==> config.mk <==
export PLATFORM = sky130hd
export DESIGN_NAME = pe_seq_ctrl_flat
export DESIGN_NICKNAME = d
export VERILOG_FILES = /design/src/rtl/pe_pkg.sv /design/src/rtl/pe_seq_ctrl_if.sv /design/src/rtl/pe_vld_pipe.sv /design/src/rtl/pe_seq_ctrl.sv /design/src/flat_wrapper.sv
export SDC_FILE = /design/constraint.sdc
export NUM_CORES = 1
export LEC_CHECK = 0
export ABC_AREA = 0
export CORE_UTILIZATION = 40
export CTS_CLUSTER_DIAMETER = 30
export DETAILED_ROUTE_END_ITERATION = 10
export PLACE_DENSITY = 0.79
export SYNTH_ARGS = -nofsm -noshare
export SYNTH_HDL_FRONTEND = slang
export SYNTH_HIERARCHICAL = 1
export SYNTH_SLANG_ARGS = --single-unit
==> constraint.sdc <==
create_clock -name clk -period 2.5 [get_ports clk]
set_input_delay 0.5 -clock clk [delete_from_list [all_inputs] [get_ports clk]]
set_output_delay 0.5 -clock clk [all_outputs]
set_load 0.005 [all_outputs]
==> src/rtl/pe_pkg.sv <==
// Opcode and parameter-set definitions shared by the PE array and its sequencer.
package pe_pkg;

  typedef enum logic [4:0] {
    MADD   = 5'd0,
    MSUB   = 5'd1,
    MMUL   = 5'd2,
    MMAC   = 5'd3,
    KADD   = 5'd4,
    KSUB   = 5'd5,
    KMUL   = 5'd6,
    KMAC   = 5'd7,
    CT_BFO = 5'd8,
    GS_BFO = 5'd9,
    CHKZ   = 5'd10,
    CMPEQ  = 5'd11
  } pe_instr_t;

  typedef enum logic [4:0] {
    KEM_512  = 5'd0,
    KEM_768  = 5'd1,
    KEM_1024 = 5'd2,
    DSA_44   = 5'd3,
    DSA_65   = 5'd4,
    DSA_87   = 5'd5
  } pe_alg_t;

  // Multiplier-based ops take the long PE pipeline; everything else uses the short one.
  function automatic logic pe_is_mul(pe_instr_t instr);
    case (instr)
      MMUL, MMAC, KMUL, KMAC, CT_BFO, GS_BFO: return 1'b1;
      default:                                return 1'b0;
    endcase
  endfunction

endpackage

==> src/rtl/pe_seq_ctrl_if.sv <==
// Command, RAM-read, PE-drive and write-back signals between decoder, sequencer and PE array.
interface pe_seq_ctrl_if #(
  parameter int ADDR_W = 8,
  parameter int LEN_W  = 8
);
  import pe_pkg::*;

  logic              cmd_valid;
  logic              cmd_ready;
  pe_instr_t         cmd_instr;
  pe_alg_t           cmd_alg;
  logic [ADDR_W-1:0] cmd_src0;
  logic [ADDR_W-1:0] cmd_src1;
  logic [ADDR_W-1:0] cmd_dst;
  logic [LEN_W-1:0]  cmd_len;
  logic              hold;
  logic              rd_en;
  logic [ADDR_W-1:0] rd_addr0;
  logic [ADDR_W-1:0] rd_addr1;
  pe_instr_t         pe_instr;
  pe_alg_t           pe_alg;
  logic              pe_in_vld;
  logic              wr_en;
  logic [ADDR_W-1:0] wr_addr;
  logic              busy;
  logic              done;

  modport master (
    output cmd_valid, cmd_instr, cmd_alg, cmd_src0, cmd_src1, cmd_dst, cmd_len, hold,
    input  cmd_ready, rd_en, rd_addr0, rd_addr1, pe_instr, pe_alg, pe_in_vld,
           wr_en, wr_addr, busy, done
  );

  modport slave (
    input  cmd_valid, cmd_instr, cmd_alg, cmd_src0, cmd_src1, cmd_dst, cmd_len, hold,
    output cmd_ready, rd_en, rd_addr0, rd_addr1, pe_instr, pe_alg, pe_in_vld,
           wr_en, wr_addr, busy, done
  );

endinterface

==> src/rtl/pe_vld_pipe.sv <==
// Valid shift register that tracks beats through RAM read latency and PE latency.
module pe_vld_pipe #(
  parameter int RD_LAT  = 1,
  parameter int LAT_ADD = 1,
  parameter int LAT_MUL = 3
) (
  input  logic clk,
  input  logic rst_n,
  input  logic in_vld,
  input  logic use_mul,
  input  logic flush,
  output logic pe_in_vld,
  output logic wr_en,
  output logic empty
);
  localparam int DEPTH   = RD_LAT + LAT_MUL;
  localparam int TAP_ADD = RD_LAT + LAT_ADD - 1;
  localparam int TAP_MUL = DEPTH - 1;
  localparam logic [DEPTH-1:0] MASK_ADD = {DEPTH{1'b1}} >> (DEPTH - TAP_ADD);
  localparam logic [DEPTH-1:0] MASK_MUL = {DEPTH{1'b1}} >> (DEPTH - TAP_MUL);

  logic [DEPTH-1:0] vld_sr;

  always_ff @(posedge clk or negedge rst_n) begin
    if (!rst_n)     vld_sr <= '0;
    else if (flush) vld_sr <= '0;
    else            vld_sr <= {vld_sr[DEPTH-2:0], in_vld};
  end

  assign pe_in_vld = vld_sr[RD_LAT-1];
  assign wr_en     = use_mul ? vld_sr[TAP_MUL] : vld_sr[TAP_ADD];

  // Only stages upstream of the active write tap can still produce a write-back.
  assign empty = !in_vld && ((vld_sr & (use_mul ? MASK_MUL : MASK_ADD)) == '0);

endmodule

==> src/rtl/pe_seq_ctrl.sv <==
// Sequences one vector command onto the PE array: operand reads, steady opcode,
// and latency-aligned write-backs to the destination region.
module pe_seq_ctrl
  import pe_pkg::*;
#(
  parameter int ADDR_W  = 8,
  parameter int LEN_W   = 8,
  parameter int RD_LAT  = 1,
  parameter int LAT_ADD = 1,
  parameter int LAT_MUL = 3
) (
  input logic          clk,
  input logic          rst_n,
  pe_seq_ctrl_if.slave bus
);
  typedef enum logic [1:0] {IDLE, ISSUE, DRAIN, DONE} state_t;

  state_t            state;
  logic [LEN_W-1:0]  beat_cnt;
  logic [ADDR_W-1:0] rd_ptr0;
  logic [ADDR_W-1:0] rd_ptr1;
  logic [ADDR_W-1:0] wr_ptr;
  pe_instr_t         instr_q;
  pe_alg_t           alg_q;
  logic              use_mul;
  logic              accept;
  logic              issue;
  logic              wr_fire;
  logic              pipe_empty;

  assign accept = (state == IDLE) && bus.cmd_valid;
  assign issue  = (state == ISSUE) && !bus.hold;

  // A zero-length command still passes through DRAIN, which exits at once on an empty pipe.
  always_ff @(posedge clk or negedge rst_n) begin
    if (!rst_n) begin
      state <= IDLE;
    end else begin
      case (state)
        IDLE:    if (accept) state <= (bus.cmd_len == '0) ? DRAIN : ISSUE;
        ISSUE:   if (issue && beat_cnt == LEN_W'(1)) state <= DRAIN;
        DRAIN:   if (pipe_empty) state <= DONE;
        DONE:    state <= IDLE;
        default: state <= IDLE;
      endcase
    end
  end

  always_ff @(posedge clk or negedge rst_n) begin
    if (!rst_n) begin
      instr_q <= MADD;
      alg_q   <= KEM_512;
      use_mul <= 1'b0;
    end else if (accept) begin
      instr_q <= bus.cmd_instr;
      alg_q   <= bus.cmd_alg;
      use_mul <= pe_is_mul(bus.cmd_instr);
    end
  end

  always_ff @(posedge clk or negedge rst_n) begin
    if (!rst_n) begin
      beat_cnt <= '0;
      rd_ptr0  <= '0;
      rd_ptr1  <= '0;
    end else if (accept) begin
      beat_cnt <= bus.cmd_len;
      rd_ptr0  <= bus.cmd_src0;
      rd_ptr1  <= bus.cmd_src1;
    end else if (issue) begin
      beat_cnt <= beat_cnt - LEN_W'(1);
      rd_ptr0  <= rd_ptr0 + ADDR_W'(1);
      rd_ptr1  <= rd_ptr1 + ADDR_W'(1);
    end
  end

  always_ff @(posedge clk or negedge rst_n) begin
    if (!rst_n)       wr_ptr <= '0;
    else if (accept)  wr_ptr <= bus.cmd_dst;
    else if (wr_fire) wr_ptr <= wr_ptr + ADDR_W'(1);
  end

  pe_vld_pipe #(
    .RD_LAT  (RD_LAT),
    .LAT_ADD (LAT_ADD),
    .LAT_MUL (LAT_MUL)
  ) u_vld_pipe (
    .clk       (clk),
    .rst_n     (rst_n),
    .in_vld    (issue),
    .use_mul   (use_mul),
    .flush     (state == DONE),
    .pe_in_vld (bus.pe_in_vld),
    .wr_en     (wr_fire),
    .empty     (pipe_empty)
  );

  assign bus.cmd_ready = (state == IDLE);
  assign bus.busy      = (state != IDLE);
  assign bus.done      = (state == DONE);
  assign bus.rd_en     = issue;
  assign bus.rd_addr0  = rd_ptr0;
  assign bus.rd_addr1  = rd_ptr1;
  assign bus.pe_instr  = instr_q;
  assign bus.pe_alg    = alg_q;
  assign bus.wr_en     = wr_fire;
  assign bus.wr_addr   = wr_ptr;

endmodule

==> src/flat_wrapper.sv <==
// flat-port wrapper written by rule: the top's interface ports become plain ports
module pe_seq_ctrl_flat import pe_pkg::*;
#(
  parameter int ADDR_W  = 8,
  parameter int LEN_W   = 8,
  parameter int RD_LAT  = 1,
  parameter int LAT_ADD = 1,
  parameter int LAT_MUL = 3
)
  (clk, rst_n, bus_cmd_valid, bus_cmd_instr, bus_cmd_alg, bus_cmd_src0, bus_cmd_src1, bus_cmd_dst, bus_cmd_len, bus_hold, bus_cmd_ready, bus_rd_en, bus_rd_addr0, bus_rd_addr1, bus_pe_instr, bus_pe_alg, bus_pe_in_vld, bus_wr_en, bus_wr_addr, bus_busy, bus_done);
  pe_seq_ctrl_if #(.ADDR_W(ADDR_W), .LEN_W(LEN_W)) bus_i ();
  input logic clk;
  input logic rst_n;
  input wire logic [$bits(bus_i.cmd_valid)-1:0] bus_cmd_valid;
  input wire logic [$bits(bus_i.cmd_instr)-1:0] bus_cmd_instr;
  input wire logic [$bits(bus_i.cmd_alg)-1:0] bus_cmd_alg;
  input wire logic [$bits(bus_i.cmd_src0)-1:0] bus_cmd_src0;
  input wire logic [$bits(bus_i.cmd_src1)-1:0] bus_cmd_src1;
  input wire logic [$bits(bus_i.cmd_dst)-1:0] bus_cmd_dst;
  input wire logic [$bits(bus_i.cmd_len)-1:0] bus_cmd_len;
  input wire logic [$bits(bus_i.hold)-1:0] bus_hold;
  output wire logic [$bits(bus_i.cmd_ready)-1:0] bus_cmd_ready;
  output wire logic [$bits(bus_i.rd_en)-1:0] bus_rd_en;
  output wire logic [$bits(bus_i.rd_addr0)-1:0] bus_rd_addr0;
  output wire logic [$bits(bus_i.rd_addr1)-1:0] bus_rd_addr1;
  output wire logic [$bits(bus_i.pe_instr)-1:0] bus_pe_instr;
  output wire logic [$bits(bus_i.pe_alg)-1:0] bus_pe_alg;
  output wire logic [$bits(bus_i.pe_in_vld)-1:0] bus_pe_in_vld;
  output wire logic [$bits(bus_i.wr_en)-1:0] bus_wr_en;
  output wire logic [$bits(bus_i.wr_addr)-1:0] bus_wr_addr;
  output wire logic [$bits(bus_i.busy)-1:0] bus_busy;
  output wire logic [$bits(bus_i.done)-1:0] bus_done;
  assign bus_i.cmd_valid = bus_cmd_valid;
  assign bus_i.cmd_instr = bus_cmd_instr;
  assign bus_i.cmd_alg = bus_cmd_alg;
  assign bus_i.cmd_src0 = bus_cmd_src0;
  assign bus_i.cmd_src1 = bus_cmd_src1;
  assign bus_i.cmd_dst = bus_cmd_dst;
  assign bus_i.cmd_len = bus_cmd_len;
  assign bus_i.hold = bus_hold;
  assign bus_cmd_ready = bus_i.cmd_ready;
  assign bus_rd_en = bus_i.rd_en;
  assign bus_rd_addr0 = bus_i.rd_addr0;
  assign bus_rd_addr1 = bus_i.rd_addr1;
  assign bus_pe_instr = bus_i.pe_instr;
  assign bus_pe_alg = bus_i.pe_alg;
  assign bus_pe_in_vld = bus_i.pe_in_vld;
  assign bus_wr_en = bus_i.wr_en;
  assign bus_wr_addr = bus_i.wr_addr;
  assign bus_busy = bus_i.busy;
  assign bus_done = bus_i.done;
  pe_seq_ctrl #(.ADDR_W(ADDR_W), .LEN_W(LEN_W), .RD_LAT(RD_LAT), .LAT_ADD(LAT_ADD), .LAT_MUL(LAT_MUL)) u_core (.clk(clk), .rst_n(rst_n), .bus(bus_i));
endmodule
Word-level counts from Yosys, hierarchy flattened
Index checks and enable logic that the tools add are counted.
{"block": "totals", "regBits": 49, "inputBits": 46}
{"block": "classes", "addsub": 4, "eq_ne": 13, "n_mux": 17, "bitwise_logic": 1, "reduce_logical": 14}
{"cell": "$mux 8", "count": 8}
{"cell": "$add 8x1->8 const B", "count": 3}
{"cell": "$eq 5x2->1 const B", "count": 2}
{"cell": "$eq 5x3->1 const B", "count": 2}
{"cell": "$eq 5x4->1 const B", "count": 2}
{"cell": "$eq 8x1->1 const B", "count": 1}
{"cell": "$logic_not 8->1", "count": 1}
{"cell": "$mux 2", "count": 4}
{"cell": "$pmux 2 s4", "count": 1}
{"cell": "$sub 8x1->8 const B", "count": 1}
{"cell": "$reduce_bool 2->1", "count": 3}
{"cell": "$reduce_or 6->1", "count": 1}
{"cell": "$and 4x3->4", "count": 1}
{"cell": "$eq 2x2->1 const B", "count": 2}
{"cell": "$logic_and 1x1->1", "count": 4}
{"cell": "$logic_not 4->1", "count": 1}
{"cell": "$mux 4", "count": 1}
{"cell": "$ne 2x1->1 const B", "count": 2}
{"cell": "$mux 3", "count": 1}
{"cell": "$reduce_and 3->1", "count": 1}
{"cell": "$eq 2x1->1 const B", "count": 1}
{"cell": "$logic_not 1->1", "count": 2}
{"cell": "$logic_not 2->1", "count": 1}
{"cell": "$mux 1", "count": 2}
{"cell": "$ne 2x2->1 const B", "count": 1}

Longest topological paths before layout
{"block": "depth", "ltp_word": 6, "mapped_depth": 8}

Cells and area by module
Netlist, hierarchy kept.
{"mod": "pe_seq_ctrl", "instances": 1, "cells_each": 234, "area_per_inst_um2": 2313.5, "seq_area_each_um2": 1126.1}
{"mod": "pe_vld_pipe", "instances": 1, "cells_each": 11, "area_per_inst_um2": 157.7, "seq_area_each_um2": 100.1}

Worst setup path after synthesis
OpenSTA, ideal clock, no wires.
{"block": "synth_timing", "kind": "register to register", "start": "register u_core.state[1]", "end": "register u_core.state[1]", "setup_ns": 0.128, "arrival_time_ns": 1.690, "required_ns": 2.372, "path_slack_ns": 0.682, "stages_incl_launch_ff": 9, "n_path_buf": 1, "path_cell_list": "dfrtp_1 > inv_1 > ha_1 > nand2b_1 > inv_2 > buf_2 > nor3_2 > o221ai_2 > mux2_1"}
{"block": "synth_via", "elab_chain_len": 6, "word_cells_on_any_way": 14, "cone_classes": "6 x eq/ne; 1 x mux; 7 x reduce/logical"}
{"element": "from (decl)", "line_no": "pe_seq_ctrl.sv:18", "text": "state_t state;"}
{"element": "from (signal assigned)", "line_no": "pe_seq_ctrl.sv:40", "text": "IDLE: if (accept) state <= (bus.cmd_len == '0) ? DRAIN : ISSUE;"}
{"element": "$eq 2x1->1", "line_no": "pe_seq_ctrl.sv:32", "text": "assign issue = (state == ISSUE) && !bus.hold;"}
{"element": "$logic_and 1x1->1", "line_no": "pe_seq_ctrl.sv:32"}
{"element": "named net bus_rd_en", "line_no": "flat_wrapper.sv:23", "text": "output wire logic [$bits(bus_i.rd_en)-1:0] bus_rd_en;"}
{"element": "$logic_not 1->1", "line_no": "pe_vld_pipe.sv:34", "text": "assign empty = !in_vld && ((vld_sr & (use_mul ? MASK_MUL : MASK_ADD)) == '0);"}
{"element": "$logic_and 1x1->1", "line_no": "pe_vld_pipe.sv:34"}
{"element": "named net u_core.pipe_empty", "line_no": "pe_seq_ctrl.sv:29", "text": "logic pipe_empty;"}
{"element": "$ne 2x1->1 (no source line)"}
{"element": "$reduce_and 3->1 (no source line)"}
The timed path passes the listed nets, and every way through them passes these cells.
A chain may end at the register's enable or synchronous reset.

Worst setup path in the final report
{"block": "layout_timing", "start": "register u_core.state[1]", "end": "output bus_rd_en"}
{"block": "layout_via", "elab_chain_len": 2}
{"element": "$eq 2x1->1", "line_no": "pe_seq_ctrl.sv:32"}
{"element": "$logic_and 1x1->1", "line_no": "pe_seq_ctrl.sv:32"}
{"element": "to (decl)", "line_no": "flat_wrapper.sv:23"}
No other way between the ends.

==> run_summary.xml <==
<?xml version="1.0" encoding="UTF-8"?>
<metrics>
  <group name="run_status">
    <metric name="outcome" unit="">complete, no violations</metric>
  </group>
  <group name="synth">
    <metric name="synth_fp_nets" unit="">301</metric>
    <metric name="yosys_warnings" unit="">6</metric>
    <metric name="synth_edf_count" unit="">0</metric>
    <metric name="synth_largest_area_cell" unit="">dfrtp_1</metric>
    <metric name="synth_cell_types" unit="">37</metric>
    <metric name="syn-mean-instance-area" unit="µm²">10.1</metric>
    <metric name="async_set_or_reset_flop_fraction_in_the_synthesized_netlist" unit="">1.00</metric>
    <metric name="synth_area" unit="µm²">2470</metric>
    <metric name="synth_cells" unit="">245</metric>
    <metric name="synth.top_cells.by_area" unit="">dfrtp_1 50%, xor2_1 6.4%, a21oi_1 6.3%</metric>
    <metric name="ys_seq_elements" unit="">49</metric>
    <metric name="synth_sequential_area_ratio" unit="">0.496</metric>
    <metric name="ys_dominant_reg_cell" unit="">dfrtp_1</metric>
    <metric name="synth_top_area_share" unit="">0.496</metric>
  </group>
  <group name="timing">
    <metric name="rsz0062_at_grt" unit="">no</metric>
    <metric name="worst_slack" unit="ns">0.233</metric>
    <metric name="slew_viol_final" unit="">0</metric>
    <metric name="slew_headroom" unit="">0.593</metric>
    <metric name="setup_total_negative_slack" unit="ns">0</metric>
    <metric name="fin_skew" unit="ns">0.00702</metric>
    <metric name="timing_worst_slew_pin_value" unit="ns">0.609</metric>
    <metric name="fmaxAchievable" unit="MHz">441</metric>
    <metric name="final.min_clock_period" unit="ns">2.27</metric>
    <metric name="hold_viol" unit="">0</metric>
    <metric name="timing.final.setup_violations" unit="">0</metric>
    <metric name="layout_worst_path_cycle_share" unit="">0.907</metric>
  </group>
  <group name="route">
    <metric name="dr_total_vias" unit="">2009</metric>
    <metric name="routed_via_density" unit="">4.91</metric>
    <metric name="drc" unit="">0</metric>
    <metric name="final_routed_wirelength" unit="mm">5.41</metric>
    <metric name="drt_pass1_iterations" unit="">4</metric>
    <metric name="drt.antenna.violating_nets" unit="">0</metric>
    <metric name="detailedRoute.firstIterationViolations" unit="">76</metric>
    <metric name="post_drt_wl_per_cell" unit="µm">13.2</metric>
  </group>
  <group name="finish">
    <metric name="finish.net_count" unit="">390</metric>
    <metric name="final_cell_mix" unit="">84 x clkdlybuf4s50_1, 49 x dfrtp_1, 35 x nor2_1</metric>
    <metric name="share_of_cells_above_drive_strength_1" unit="">0.0958</metric>
    <metric name="syn2layout_area_growth" unit="%">42.3</metric>
    <metric name="fillerInstances" unit="">526</metric>
    <metric name="stdcell_count" unit="">409</metric>
    <metric name="layout_commonest_cell" unit="">clkdlybuf4s50_1</metric>
    <metric name="antenna-diode-count" unit="">0</metric>
  </group>
  <group name="clock_tree">
    <metric name="cts_tree" unit="">yes</metric>
    <metric name="clkSlewWorstSetupHoldPaths" unit="ns">0.09</metric>
    <metric name="ctsHoldBuffers" unit="">0</metric>
    <metric name="cts_repair_resize_count" unit="">0</metric>
    <metric name="cts_num_sinks" unit="">49</metric>
    <metric name="cts.htree.levels" unit="">2</metric>
    <metric name="cts_root_buf" unit="">clkbuf_8</metric>
    <metric name="bufs_on_longest_clock_path" unit="">2</metric>
    <metric name="numCtsBuffers" unit="">5</metric>
    <metric name="post_cts.repair.setup_buffers" unit="">0</metric>
    <metric name="clock_latency" unit="ns">0.30</metric>
  </group>
  <group name="power_and_ir_drop">
    <metric name="internal-power" unit="mW">2.55</metric>
    <metric name="switching_power" unit="mW">1.37</metric>
    <metric name="pwr_density_cell" unit="nW/µm²">1120</metric>
    <metric name="power_switching_share" unit="">0.350</metric>
    <metric name="power_frac_comb" unit="">0.490</metric>
    <metric name="pleak" unit="nW">1.44</metric>
    <metric name="power.share.clock" unit="">0.121</metric>
    <metric name="ir_worst_vdd" unit="V">0.000608</metric>
    <metric name="seq_power_share" unit="">0.389</metric>
  </group>
  <group name="hold_path">
    <metric name="min_path_type" unit="">primary input to async pin</metric>
  </group>
  <group name="die">
    <metric name="dieWidth" unit="µm">80.6</metric>
    <metric name="floorplan.initialDensity" unit="">0.415</metric>
    <metric name="chipHeight" unit="µm">80.6</metric>
    <metric name="placement_rows" unit="">28</metric>
    <metric name="fp.coreArea" unit="µm²">5960</metric>
    <metric name="io_pins" unit="">86</metric>
    <metric name="die-area" unit="µm²">6500</metric>
  </group>
  <group name="setup_path">
    <metric name="worstSetupEndpoint" unit="">bus_rd_en</metric>
    <metric name="crit_startpoint" unit="">u_core/state[1]</metric>
    <metric name="worst_reg2reg_startpoint" unit="">u_core/state[1]</metric>
    <metric name="worst-r2r-setup-slack" unit="ns">0.57</metric>
    <metric name="worst_path_largest_cell_delay" unit="ns">0.49</metric>
    <metric name="arrival_time_reported_for_the_critical_path_endpoint" unit="ns">1.77</metric>
    <metric name="worstPathCellList" unit="">inv_1 -&gt; ha_1 -&gt; nand2b_1 -&gt; inv_2 -&gt; clkdlybuf4s50_1</metric>
    <metric name="r2r_cells" unit="">6</metric>
    <metric name="worstSetupPathType" unit="">flop to output pin</metric>
    <metric name="crit-reg2reg-capture" unit="">u_core/beat_cnt[7]</metric>
    <metric name="setup.worst_path.end_class" unit="">output pin</metric>
    <metric name="startpoint_type" unit="">flop</metric>
    <metric name="worst-path-max-fanout" unit="">5</metric>
    <metric name="cp_data_required_time" unit="ns">2.00</metric>
    <metric name="critPathSlowestCell" unit="">clkdlybuf4s50_1</metric>
  </group>
  <group name="placed_design">
    <metric name="detailed_place_hpwl" unit="mm">4.02</metric>
    <metric name="io_port_bufs" unit="">85</metric>
    <metric name="place.detailed.instances" unit="">402</metric>
    <metric name="place.gp.congestion" unit="">0.801</metric>
    <metric name="pre_cts_slack" unit="ns">0.259</metric>
  </group>
  <group name="job">
    <metric name="max_cap_violations" unit="">0</metric>
  </group>
  <group name="grt">
    <metric name="globalRouteOverflowTotal" unit="">0</metric>
    <metric name="number_of_global_route_vias_before_repair" unit="">1987</metric>
    <metric name="grt_pass1_wl" unit="mm">8.94</metric>
    <metric name="global_route.usage.total" unit="">0.180</metric>
    <metric name="antenna_violations_before_repair" unit="">0</metric>
    <metric name="grt_max_degree" unit="">32</metric>
  </group>
</metrics>
per-stage QoR:
stage | hold WS [ns] | utilization | instance area, µm² | total power, mW
after CTS | 0.128 | 0.591 | 3520 | 3.97
final | 0.121 | 0.591 | 3520 | 3.92
after global routing | 0.141 | 0.591 | 3520 | 4.26
after detailed placement | 0.463 | 0.575 | 3430 | 3.47
after floorplan | 0.204 | - | 2470 | 2.50
after global placement | 0.458 | 0.575 | 3430 | 3.41
critical path, delay by kind of cell, from the launching register on:
family / cells / cell delay (ns)
adder cells (fa/ha/maj): 1 / 0.26
buffers and inverters: 3 / 0.67
flip-flops: 1 / 0.43
AND/OR/NAND/NOR: 1 / 0.11
cell type report:
type / instances / area (µm²) / area share
Clock buffer: 6 / 82.6 / 0.0235
Clock inverter: 1 / 7.51 / 0.00213
Inverter: 11 / 41.3 / 0.0117
Multi-Input combinational cell: 175 / 1170 / 0.332
Sequential cell: 49 / 1230 / 0.349
Tap cell: 75 / 93.8 / 0.0267
Timing Repair Buffer: 92 / 898 / 0.255
state kept, by name (all words and copies together) (netlist names):
signal,cells
u_core/use_mul,1
u_core/beat_cnt,8
u_core/bus.wr_addr,8
u_core/u_vld_pipe/vld_sr,4
u_core/bus.rd_addr1,8
u_core/bus.pe_instr,5
u_core/bus.rd_addr0,8
u_core/bus.pe_alg,5
u_core/state,2
power groups by stage:
stage | clock, mW | combinational, mW | sequential, mW
floorplan | 0 | 0.986 | 1.51
global placement | 0 | 1.88 | 1.53
detailed placement | 0 | 1.93 | 1.54
CTS | 0.499 | 1.94 | 1.53
global route | 0.518 | 2.15 | 1.59
finish | 0.476 | 1.92 | 1.53
worst min path at each step:
stage / from / slack [ns] / to
2_1_floorplan: rst_n / 0.20 / u_core/beat_cnt[0]
3_3_place_gp: rst_n / 0.46 / u_core/bus.wr_addr[6]
3_5_place_dp: rst_n / 0.46 / u_core/bus.wr_addr[6]
4_1_cts: rst_n / 0.13 / u_core/bus.wr_addr[6]
5_1_grt: rst_n / 0.14 / u_core/bus.wr_addr[6]
6_report: rst_n / 0.12 / u_core/bus.wr_addr[6]
Yosys cell counts, types with 8 or more instances:
| cell type | n |
|---|---|
| dfrtp_1 | 49 |
| nand2_1 | 16 |
| clkbuf_1 | 8 |
| ha_1 | 10 |
| xnor2_1 | 10 |
| nand4_1 | 8 |
| inv_1 | 10 |
| a21oi_1 | 31 |
| xor2_1 | 18 |
| nor2_1 | 35 |
| mux2_2 | 10 |
per-layer routing:
metal | up-vias | GRT usage | share of wire
met3 | 6 | 0.0466 | 0.055
li1 | 1009 | - | -
met2 | 49 | 0.311 | 0.48
met4 | 0 | 0.0536 | 0.0098
met1 | 945 | 0.219 | 0.46
met5 | - | 0 | 0
cell families (layout without fill, tap and decap cells):
kind of cell,after synthesis,after routing,synth area share
and+or+nand+nor,83,83,0.169
DFF,49,49,0.496
AOI/OAI and AO/OA,40,40,0.0881
adders and majority gates,10,10,0.0506
muxes,14,14,0.0643
xor gates and xnor gates,28,28,0.0992
buffers and inverters,21,110,0.0324
Power figures use the tool's default switching activity.
